$ cat src/rtl/race_pkg.sv
// Shared types and constants for the race sequencer.
// The optional BEST_LAP_EN build is selected inside race_sequencer.sv.
package race_pkg;

    typedef enum logic [2:0] {
        IDLE      = 3'd0,
        COUNTDOWN = 3'd1,
        RACING    = 3'd2,
        PAUSED    = 3'd3,
        PENALTY   = 3'd4,
        FINISHED  = 3'd5
    } race_state_e;

    localparam logic [9:0] BEST_NONE = 10'h3FF;
    localparam logic [1:0] DIGIT_GO  = 2'd0;

    function automatic logic [3:0] lap_sat_inc(input logic [3:0] n);
        return (n == 4'hF) ? n : n + 4'd1;
    endfunction

endpackage

$ cat src/rtl/race_sequencer_if.sv
// Player/track inputs and timer/HUD outputs of the race sequencer.
// master drives the inputs and observes the outputs; slave is the sequencer.
interface race_sequencer_if;

    logic       refresh_tick;
    logic       start_btn;
    logic       pause_btn;
    logic       crash;
    logic       lap_cross;
    logic [9:0] race_time;
    logic       timer_reset;
    logic       timer_pause;
    logic       countdown_on;
    logic [1:0] countdown_digit;
    logic [3:0] lap_count;
    logic [9:0] best_lap;
    logic       race_done;
    logic       timed_out;
    logic [2:0] state;

    modport master (
        output refresh_tick, start_btn, pause_btn, crash, lap_cross, race_time,
        input  timer_reset, timer_pause, countdown_on, countdown_digit, lap_count,
               best_lap, race_done, timed_out, state
    );

    modport slave (
        input  refresh_tick, start_btn, pause_btn, crash, lap_cross, race_time,
        output timer_reset, timer_pause, countdown_on, countdown_digit, lap_count,
               best_lap, race_done, timed_out, state
    );

endinterface

$ cat src/rtl/rise_detect.sv
// Rising-edge detector: rise is high for the one cycle where din is high
// and the registered previous sample is low.
module rise_detect (
    input  logic clk,
    input  logic reset,
    input  logic din,
    output logic rise
);

    logic prev_q;

    always_ff @(posedge clk or posedge reset) begin
        if (reset) prev_q <= 1'b0;
        else       prev_q <= din;
    end

    assign rise = din & ~prev_q;

endmodule

$ cat src/rtl/race_sequencer.sv
// Race-flow FSM: 3-2-1-GO countdown, run, pause, crash penalty, finish, lap counting.
// Define BEST_LAP_EN to build best-lap tracking; otherwise best_lap is tied to BEST_NONE.
module race_sequencer
    import race_pkg::*;
#(
    parameter int unsigned NUM_LAPS    = 3,
    parameter int unsigned STEP_FRAMES = 60,
    parameter int unsigned PEN_FRAMES  = 90,
    parameter int unsigned MAX_TIME    = 999
) (
    input logic             clk,
    input logic             reset,
    race_sequencer_if.slave bus
);

    localparam logic [7:0] STEP_LAST = 8'(STEP_FRAMES - 1);
    localparam logic [7:0] PEN_LAST  = 8'(PEN_FRAMES - 1);
    localparam logic [3:0] LAPS_END  = 4'(NUM_LAPS);
    localparam logic [9:0] TIME_END  = 10'(MAX_TIME);

    race_state_e state_q, state_d;
    logic [7:0]  frame_q, frame_d;
    logic [1:0]  digit_q, digit_d;
    logic [3:0]  lap_q, lap_d;
    logic        cd_on_q, cd_on_d;
    logic        timed_out_q, timed_out_d;
    logic        timer_reset_q, timer_pause_q, race_done_q;
    logic        start_rise, pause_rise, crash_rise;
    logic        lap_event, time_up;
    logic [3:0]  lap_inc;

    rise_detect u_start (.clk(clk), .reset(reset), .din(bus.start_btn), .rise(start_rise));
    rise_detect u_pause (.clk(clk), .reset(reset), .din(bus.pause_btn), .rise(pause_rise));
    rise_detect u_crash (.clk(clk), .reset(reset), .din(bus.crash),     .rise(crash_rise));

    assign time_up = (bus.race_time >= TIME_END);
    assign lap_inc = lap_sat_inc(lap_q);

    always_comb begin
        state_d     = state_q;
        frame_d     = frame_q;
        digit_d     = digit_q;
        cd_on_d     = cd_on_q;
        lap_d       = lap_q;
        timed_out_d = timed_out_q;
        lap_event   = 1'b0;

        unique case (state_q)
            IDLE: begin
                if (start_rise) begin
                    state_d = COUNTDOWN;
                    digit_d = 2'd3;
                end
            end
            COUNTDOWN: begin
                if (bus.refresh_tick) begin
                    if (frame_q == STEP_LAST) begin
                        frame_d = '0;
                        digit_d = digit_q - 2'd1;
                        if (digit_d == DIGIT_GO) state_d = RACING;
                    end else begin
                        frame_d = frame_q + 8'd1;
                    end
                end
            end
            RACING: begin
                // Frame counter times the "GO" step until countdown_on drops.
                if (cd_on_q && bus.refresh_tick) begin
                    if (frame_q == STEP_LAST) begin
                        frame_d = '0;
                        cd_on_d = 1'b0;
                    end else begin
                        frame_d = frame_q + 8'd1;
                    end
                end
                if (time_up) begin
                    state_d     = FINISHED;
                    timed_out_d = 1'b1;
                end else if (bus.lap_cross) begin
                    lap_event = 1'b1;
                    if (lap_inc == LAPS_END) state_d = FINISHED;
                end else if (crash_rise) begin
                    state_d = PENALTY;
                end else if (pause_rise) begin
                    state_d = PAUSED;
                end
            end
            PAUSED: begin
                if (pause_rise) state_d = RACING;
            end
            PENALTY: begin
                // The timer keeps running here, so a timeout or final lap still ends the race.
                if (time_up) begin
                    state_d     = FINISHED;
                    timed_out_d = 1'b1;
                end else begin
                    if (bus.lap_cross) begin
                        lap_event = 1'b1;
                        if (lap_inc == LAPS_END) state_d = FINISHED;
                    end
                    if (state_d == PENALTY && bus.refresh_tick) begin
                        if (frame_q == PEN_LAST) state_d = RACING;
                        else                     frame_d = frame_q + 8'd1;
                    end
                end
            end
            FINISHED: begin
                if (start_rise) begin
                    state_d     = COUNTDOWN;
                    digit_d     = 2'd3;
                    lap_d       = '0;
                    timed_out_d = 1'b0;
                end
            end
            default: state_d = IDLE;
        endcase

        if (lap_event) lap_d = lap_inc;

        // COUNTDOWN -> RACING keeps countdown_on for the "GO" step; other transitions set it.
        if (state_d != state_q) begin
            frame_d = '0;
            if (state_q != COUNTDOWN) cd_on_d = (state_d == COUNTDOWN);
        end
    end

    always_ff @(posedge clk or posedge reset) begin
        if (reset) begin
            state_q       <= IDLE;
            frame_q       <= '0;
            digit_q       <= 2'd3;
            lap_q         <= '0;
            cd_on_q       <= 1'b0;
            timed_out_q   <= 1'b0;
            timer_reset_q <= 1'b1;
            timer_pause_q <= 1'b1;
            race_done_q   <= 1'b0;
        end else begin
            state_q       <= state_d;
            frame_q       <= frame_d;
            digit_q       <= digit_d;
            lap_q         <= lap_d;
            cd_on_q       <= cd_on_d;
            timed_out_q   <= timed_out_d;
            timer_reset_q <= (state_d == IDLE) || (state_d == COUNTDOWN);
            timer_pause_q <= (state_d == IDLE) || (state_d == COUNTDOWN) ||
                             (state_d == PAUSED) || (state_d == FINISHED);
            race_done_q   <= (state_d == FINISHED);
        end
    end

`ifdef BEST_LAP_EN
    logic [9:0] best_q, lap_start_q, lap_time;

    assign lap_time = bus.race_time - lap_start_q;

    always_ff @(posedge clk or posedge reset) begin
        if (reset) begin
            best_q      <= BEST_NONE;
            lap_start_q <= '0;
        end else if (state_q == FINISHED && start_rise) begin
            best_q      <= BEST_NONE;
            lap_start_q <= '0;
        end else if (lap_event) begin
            lap_start_q <= bus.race_time;
            if (lap_time < best_q) best_q <= lap_time;
        end
    end

    assign bus.best_lap = best_q;
`else
    assign bus.best_lap = BEST_NONE;
`endif

    assign bus.state           = state_q;
    assign bus.timer_reset     = timer_reset_q;
    assign bus.timer_pause     = timer_pause_q;
    assign bus.countdown_on    = cd_on_q;
    assign bus.countdown_digit = digit_q;
    assign bus.lap_count       = lap_q;
    assign bus.race_done       = race_done_q;
    assign bus.timed_out       = timed_out_q;

endmodule

$ cat src/flat_wrapper.sv
// flat-port wrapper written by rule: the top's interface ports become plain ports
module race_sequencer_flat import race_pkg::*;
#(
    parameter int unsigned NUM_LAPS    = 3,
    parameter int unsigned STEP_FRAMES = 60,
    parameter int unsigned PEN_FRAMES  = 90,
    parameter int unsigned MAX_TIME    = 999
)
  (clk, reset, bus_refresh_tick, bus_start_btn, bus_pause_btn, bus_crash, bus_lap_cross, bus_race_time, bus_timer_reset, bus_timer_pause, bus_countdown_on, bus_countdown_digit, bus_lap_count, bus_best_lap, bus_race_done, bus_timed_out, bus_state);
  race_sequencer_if bus_i ();
  input logic clk;
  input logic reset;
  input wire logic [$bits(bus_i.refresh_tick)-1:0] bus_refresh_tick;
  input wire logic [$bits(bus_i.start_btn)-1:0] bus_start_btn;
  input wire logic [$bits(bus_i.pause_btn)-1:0] bus_pause_btn;
  input wire logic [$bits(bus_i.crash)-1:0] bus_crash;
  input wire logic [$bits(bus_i.lap_cross)-1:0] bus_lap_cross;
  input wire logic [$bits(bus_i.race_time)-1:0] bus_race_time;
  output wire logic [$bits(bus_i.timer_reset)-1:0] bus_timer_reset;
  output wire logic [$bits(bus_i.timer_pause)-1:0] bus_timer_pause;
  output wire logic [$bits(bus_i.countdown_on)-1:0] bus_countdown_on;
  output wire logic [$bits(bus_i.countdown_digit)-1:0] bus_countdown_digit;
  output wire logic [$bits(bus_i.lap_count)-1:0] bus_lap_count;
  output wire logic [$bits(bus_i.best_lap)-1:0] bus_best_lap;
  output wire logic [$bits(bus_i.race_done)-1:0] bus_race_done;
  output wire logic [$bits(bus_i.timed_out)-1:0] bus_timed_out;
  output wire logic [$bits(bus_i.state)-1:0] bus_state;
  assign bus_i.refresh_tick = bus_refresh_tick;
  assign bus_i.start_btn = bus_start_btn;
  assign bus_i.pause_btn = bus_pause_btn;
  assign bus_i.crash = bus_crash;
  assign bus_i.lap_cross = bus_lap_cross;
  assign bus_i.race_time = bus_race_time;
  assign bus_timer_reset = bus_i.timer_reset;
  assign bus_timer_pause = bus_i.timer_pause;
  assign bus_countdown_on = bus_i.countdown_on;
  assign bus_countdown_digit = bus_i.countdown_digit;
  assign bus_lap_count = bus_i.lap_count;
  assign bus_best_lap = bus_i.best_lap;
  assign bus_race_done = bus_i.race_done;
  assign bus_timed_out = bus_i.timed_out;
  assign bus_state = bus_i.state;
  race_sequencer #(.NUM_LAPS(NUM_LAPS), .STEP_FRAMES(STEP_FRAMES), .PEN_FRAMES(PEN_FRAMES), .MAX_TIME(MAX_TIME)) u_core (.clk(clk), .reset(reset), .bus(bus_i));
endmodule
$ cat config.mk
export PLATFORM = sky130hd
export DESIGN_NAME = race_sequencer_flat
export DESIGN_NICKNAME = d
export VERILOG_FILES = /design/src/rtl/race_pkg.sv /design/src/rtl/race_sequencer_if.sv /design/src/rtl/rise_detect.sv /design/src/rtl/race_sequencer.sv /design/src/flat_wrapper.sv
export SDC_FILE = /design/constraint.sdc
export NUM_CORES = 1
export LEC_CHECK = 0
export CAP_MARGIN = 20
export CORE_ASPECT_RATIO = 1.1
export CORE_MARGIN = 5
export CORE_UTILIZATION = 55
export DETAILED_ROUTE_END_ITERATION = 7
export DONT_BUFFER_PORTS = 1
export GPL_ROUTABILITY_DRIVEN = 0
export PLACE_DENSITY = 0.79
export SKIP_CTS_REPAIR_TIMING = 1
export SLEW_MARGIN = 20
export SYNTH_ARGS = -nofsm -noshare
export SYNTH_HDL_FRONTEND = slang
export SYNTH_HIERARCHICAL = 1
export SYNTH_SLANG_ARGS = --single-unit
$ cat constraint.sdc
create_clock -name clk -period 3.6 [get_ports clk]
set_clock_uncertainty 0.15 [all_clocks]
set_input_delay 0.36 -clock clk [delete_from_list [all_inputs] [get_ports clk]]
set_output_delay 0.36 -clock clk [all_outputs]
set_load 0.05 [all_outputs]
==> reports/qor.yml <==
status:
  outcome: "complete, no violations"
clock_tree:
  cts_tree: "built"
  cts_root_buffer: "sky130_fd_sc_hd__clkbuf_4"
  cts-root-to-sink-buffers: 2
  worst_skew_pair.late_latency_ps: 310
  cts_sinks: 25
  clk_pin_slew_ps: 130
  htree_levels: 1
  cts_made_buffers: 3
grt:
  antenna_found_initial: 0
  first_global_vias: 1363
  maximum_number_of_pins_on_one_net_before_global_route_repair: 23
  aggregate_global_routing_overflow: 0
  grt_first_pass_wirelength_um: 5990
  grtUsageTotal_pct: 17.4
power_and_ir_drop:
  power_per_cell_area_nw_per_um2: 746
  peakVddDrop_mv: 0.521
  power.static_leakage_uw: 0.000781
synthesis:
  syn_area_um2: 1660
  syn_avg_cell_area_um2: 9.07
  synth_top_area_share_pct: 31.7
  postSynth.asyncResetShare_pct: 100
  synth_area_leaders: "sky130_fd_sc_hd__dfrtp_1 32%, sky130_fd_sc_hd__dfstp_2 6.3%, sky130_fd_sc_hd__buf_4 4.5%"
  synth_ff_type: "sky130_fd_sc_hd__dfrtp_1"
  synth_top_cell_by_area: "sky130_fd_sc_hd__dfrtp_1"
  ys_seq_elements: 25
  netlist_instances: 183
  synth-seq-area-share_pct: 38.0
  ys.warnings.count: 6
  yosys.cell_types.count: 52
  edff_count_synth: 0
die:
  fp.dieW_um: 62.4
  floorplan.initialDensity_pct: 55.9
  die_area_um2: 4220
  core_area_um2: 2970
  die_height_um: 67.6
  rows: 21
  i_o_pin_count: 41
finish:
  area_delta_synth_final_pct: 4.97
  layout_common_cells: "21 x sky130_fd_sc_hd__dfrtp_1, 17 x sky130_fd_sc_hd__nand2_1, 14 x sky130_fd_sc_hd__inv_1"
  layout-drive-gt1-share_pct: 14.7
  most_common_cell_after_layout_fill_and_taps_aside: "sky130_fd_sc_hd__dfrtp_1"
  postLayoutCellArea_um2: 1740
  antenna_cells: 0
  nets: 213
worst_hold_path:
  worst_hold_path_type: "input pin to asynchronous set/reset pin"
sta:
  number_of_hold_slack_violations_in_the_final_timing_report: 0
  final_min_period_over_clock_period_pct: 86.4
  tightest_slew_ps: 837
  setup_viol_count_final: 0
  timing.setup.tns_ps: 0
  min_period_ps: 3110
  relative_slew_slack_pct: 44.1
  max_freq_mhz: 322
  final_max_slew_viols: 0
  rsz0062_at_grt: "no"
setup_path:
  cp-end-kind: "flop"
  timing.critical_path.required_ps: 3690
  timing.critical_path.from_type: "flop"
  worstSetupPathType: "flop to flop"
  timing.critical_path.arrival_ps: 3200
  cp_max_fo: 9
placed_design:
  io_buffer_count: 0
  placed_cell_area_um2: 1680
  dpl.hpwl_um: 2750
routing:
  post_drt_wl_per_cell_um: 16.1
  drt-vias-per-instance: 6.17
  route.antenna.remaining_nets: 0
  detailroute.via_count: 1388
  drt_pre_antenna_iters: 4
  route.final.wire_length_um: 3620
  detail_route.drc_violations: 0
  drt_iter0_drc: 67
job:
  timing.max_cap.violations: 0
## worst paths after layout
kind / startpoint / to / slack, ps / cells past startpoint
setup reg to reg: u_core/bus.lap_count[1] / u_core/frame_q[1] / 490 / 7
max in group asynchronous: reset / u_core/frame_q[2] / 2230 / 2
setup / recovery: u_core/bus.lap_count[1] / u_core/frame_q[1] / 490 / 7
min in group clk: bus_refresh_tick / u_core/bus.state[1] / 230 / 3
hold reg to reg: u_core/frame_q[7] / u_core/frame_q[7] / 430 / 2
hold / removal: reset / u_core/u_pause/prev_q / 220 / 2
## critical path, cell delays in order (launching register included)
cell and delay, ps:
sky130_fd_sc_hd__dfrtp_1 620, sky130_fd_sc_hd__ha_1 400, sky130_fd_sc_hd__nor4bb_1 310, sky130_fd_sc_hd__nand2_1 160, sky130_fd_sc_hd__a32o_2 310, sky130_fd_sc_hd__mux2i_1 120, sky130_fd_sc_hd__or4_1 720, sky130_fd_sc_hd__a211oi_2 250
## final cells by class
cell class | count | area, um2
fill | 253 | 1230
multi-input combinational | 138 | 905
sequential | 25 | 631
timing repair buffer | 10 | 85.1
inverter | 14 | 52.6
tap | 34 | 42.5
clock buffer | 3 | 22.5
clock inverter | 1 | 5.00
## routing by layer
metal / up-vias / GRT usage (%) / part of all wire, %
met5: - / 0 / 0
met4: 0 / 7.43 / 1.2
met3: 6 / 4.49 / 8.4
met2: 60 / 30.7 / 51
met1: 662 / 20.2 / 39
li1: 660 / - / -
## cell usage after synthesis (2+ instances only)
| cell type | instances |
|---|---|
| sky130_fd_sc_hd__a211oi_1 | 2 |
| sky130_fd_sc_hd__a21oi_1 | 13 |
| sky130_fd_sc_hd__a31oi_1 | 3 |
| sky130_fd_sc_hd__and3_1 | 2 |
| sky130_fd_sc_hd__and4b_1 | 2 |
| sky130_fd_sc_hd__buf_2 | 4 |
| sky130_fd_sc_hd__buf_4 | 10 |
| sky130_fd_sc_hd__dfrtp_1 | 21 |
| sky130_fd_sc_hd__dfstp_2 | 4 |
| sky130_fd_sc_hd__ha_1 | 4 |
| sky130_fd_sc_hd__inv_1 | 14 |
| sky130_fd_sc_hd__nand2_1 | 17 |
| sky130_fd_sc_hd__nand2b_1 | 2 |
| sky130_fd_sc_hd__nand3_1 | 9 |
| sky130_fd_sc_hd__nand4_1 | 2 |
| sky130_fd_sc_hd__nor2_1 | 10 |
| sky130_fd_sc_hd__nor2b_1 | 5 |
| sky130_fd_sc_hd__nor2b_4 | 3 |
| sky130_fd_sc_hd__nor3_1 | 2 |
| sky130_fd_sc_hd__nor3b_1 | 3 |
| sky130_fd_sc_hd__o21ai_0 | 10 |
| sky130_fd_sc_hd__o31ai_1 | 2 |
| sky130_fd_sc_hd__or3_1 | 2 |
| sky130_fd_sc_hd__or3b_2 | 2 |
| sky130_fd_sc_hd__or4_1 | 6 |
| sky130_fd_sc_hd__xnor2_1 | 3 |
## report_power, final
| part | switching (uW) | internal (uW) |
|---|---|---|
| Clock | 80.5 | 41.5 |
| Combinational | 434 | 224 |
| Sequential | 162 | 358 |
## state kept, by name, indices dropped and copies added (netlist names)
name,flops
u_core/bus.countdown_on,1
u_core/bus.state,3
u_core/frame_q,8
u_core/bus.lap_count,4
u_core/bus.countdown_digit,2
u_core/u_start/prev_q,1
u_core/bus.timed_out,1
u_core/u_pause/prev_q,1
u_core/bus.race_done,1
u_core/bus.timer_reset,1
u_core/u_crash/prev_q,1
u_core/bus.timer_pause,1
## per-stage QoR
step                utilization [%]  std cells  total power, uW  worst slack [ps]  hold slack (ps)
finish                         58.7        225             1300               491              215
global route                   58.7        225             1390               373              199
CTS                            57.4        221             1300               522             -418
detailed placement             56.4        217             1180               547            -59.1
global placement               56.4        217             1150               630            -59.6
floorplan                         -        192             1070               790            -61.3
## logic make-up after synthesis
logic type      count (synthesis)  synth area share, %
compound gates                 46                 19.5
xor+xnor                        3                 1.58
fa+ha+maj                       4                 3.01
buf+inv                        29                 9.57
flops                          25                 38.0
mux                             2                 1.28
other cells                     1                0.226
simple gates                   73                 26.8
Note: power is estimated with default switching activity, not from simulation.
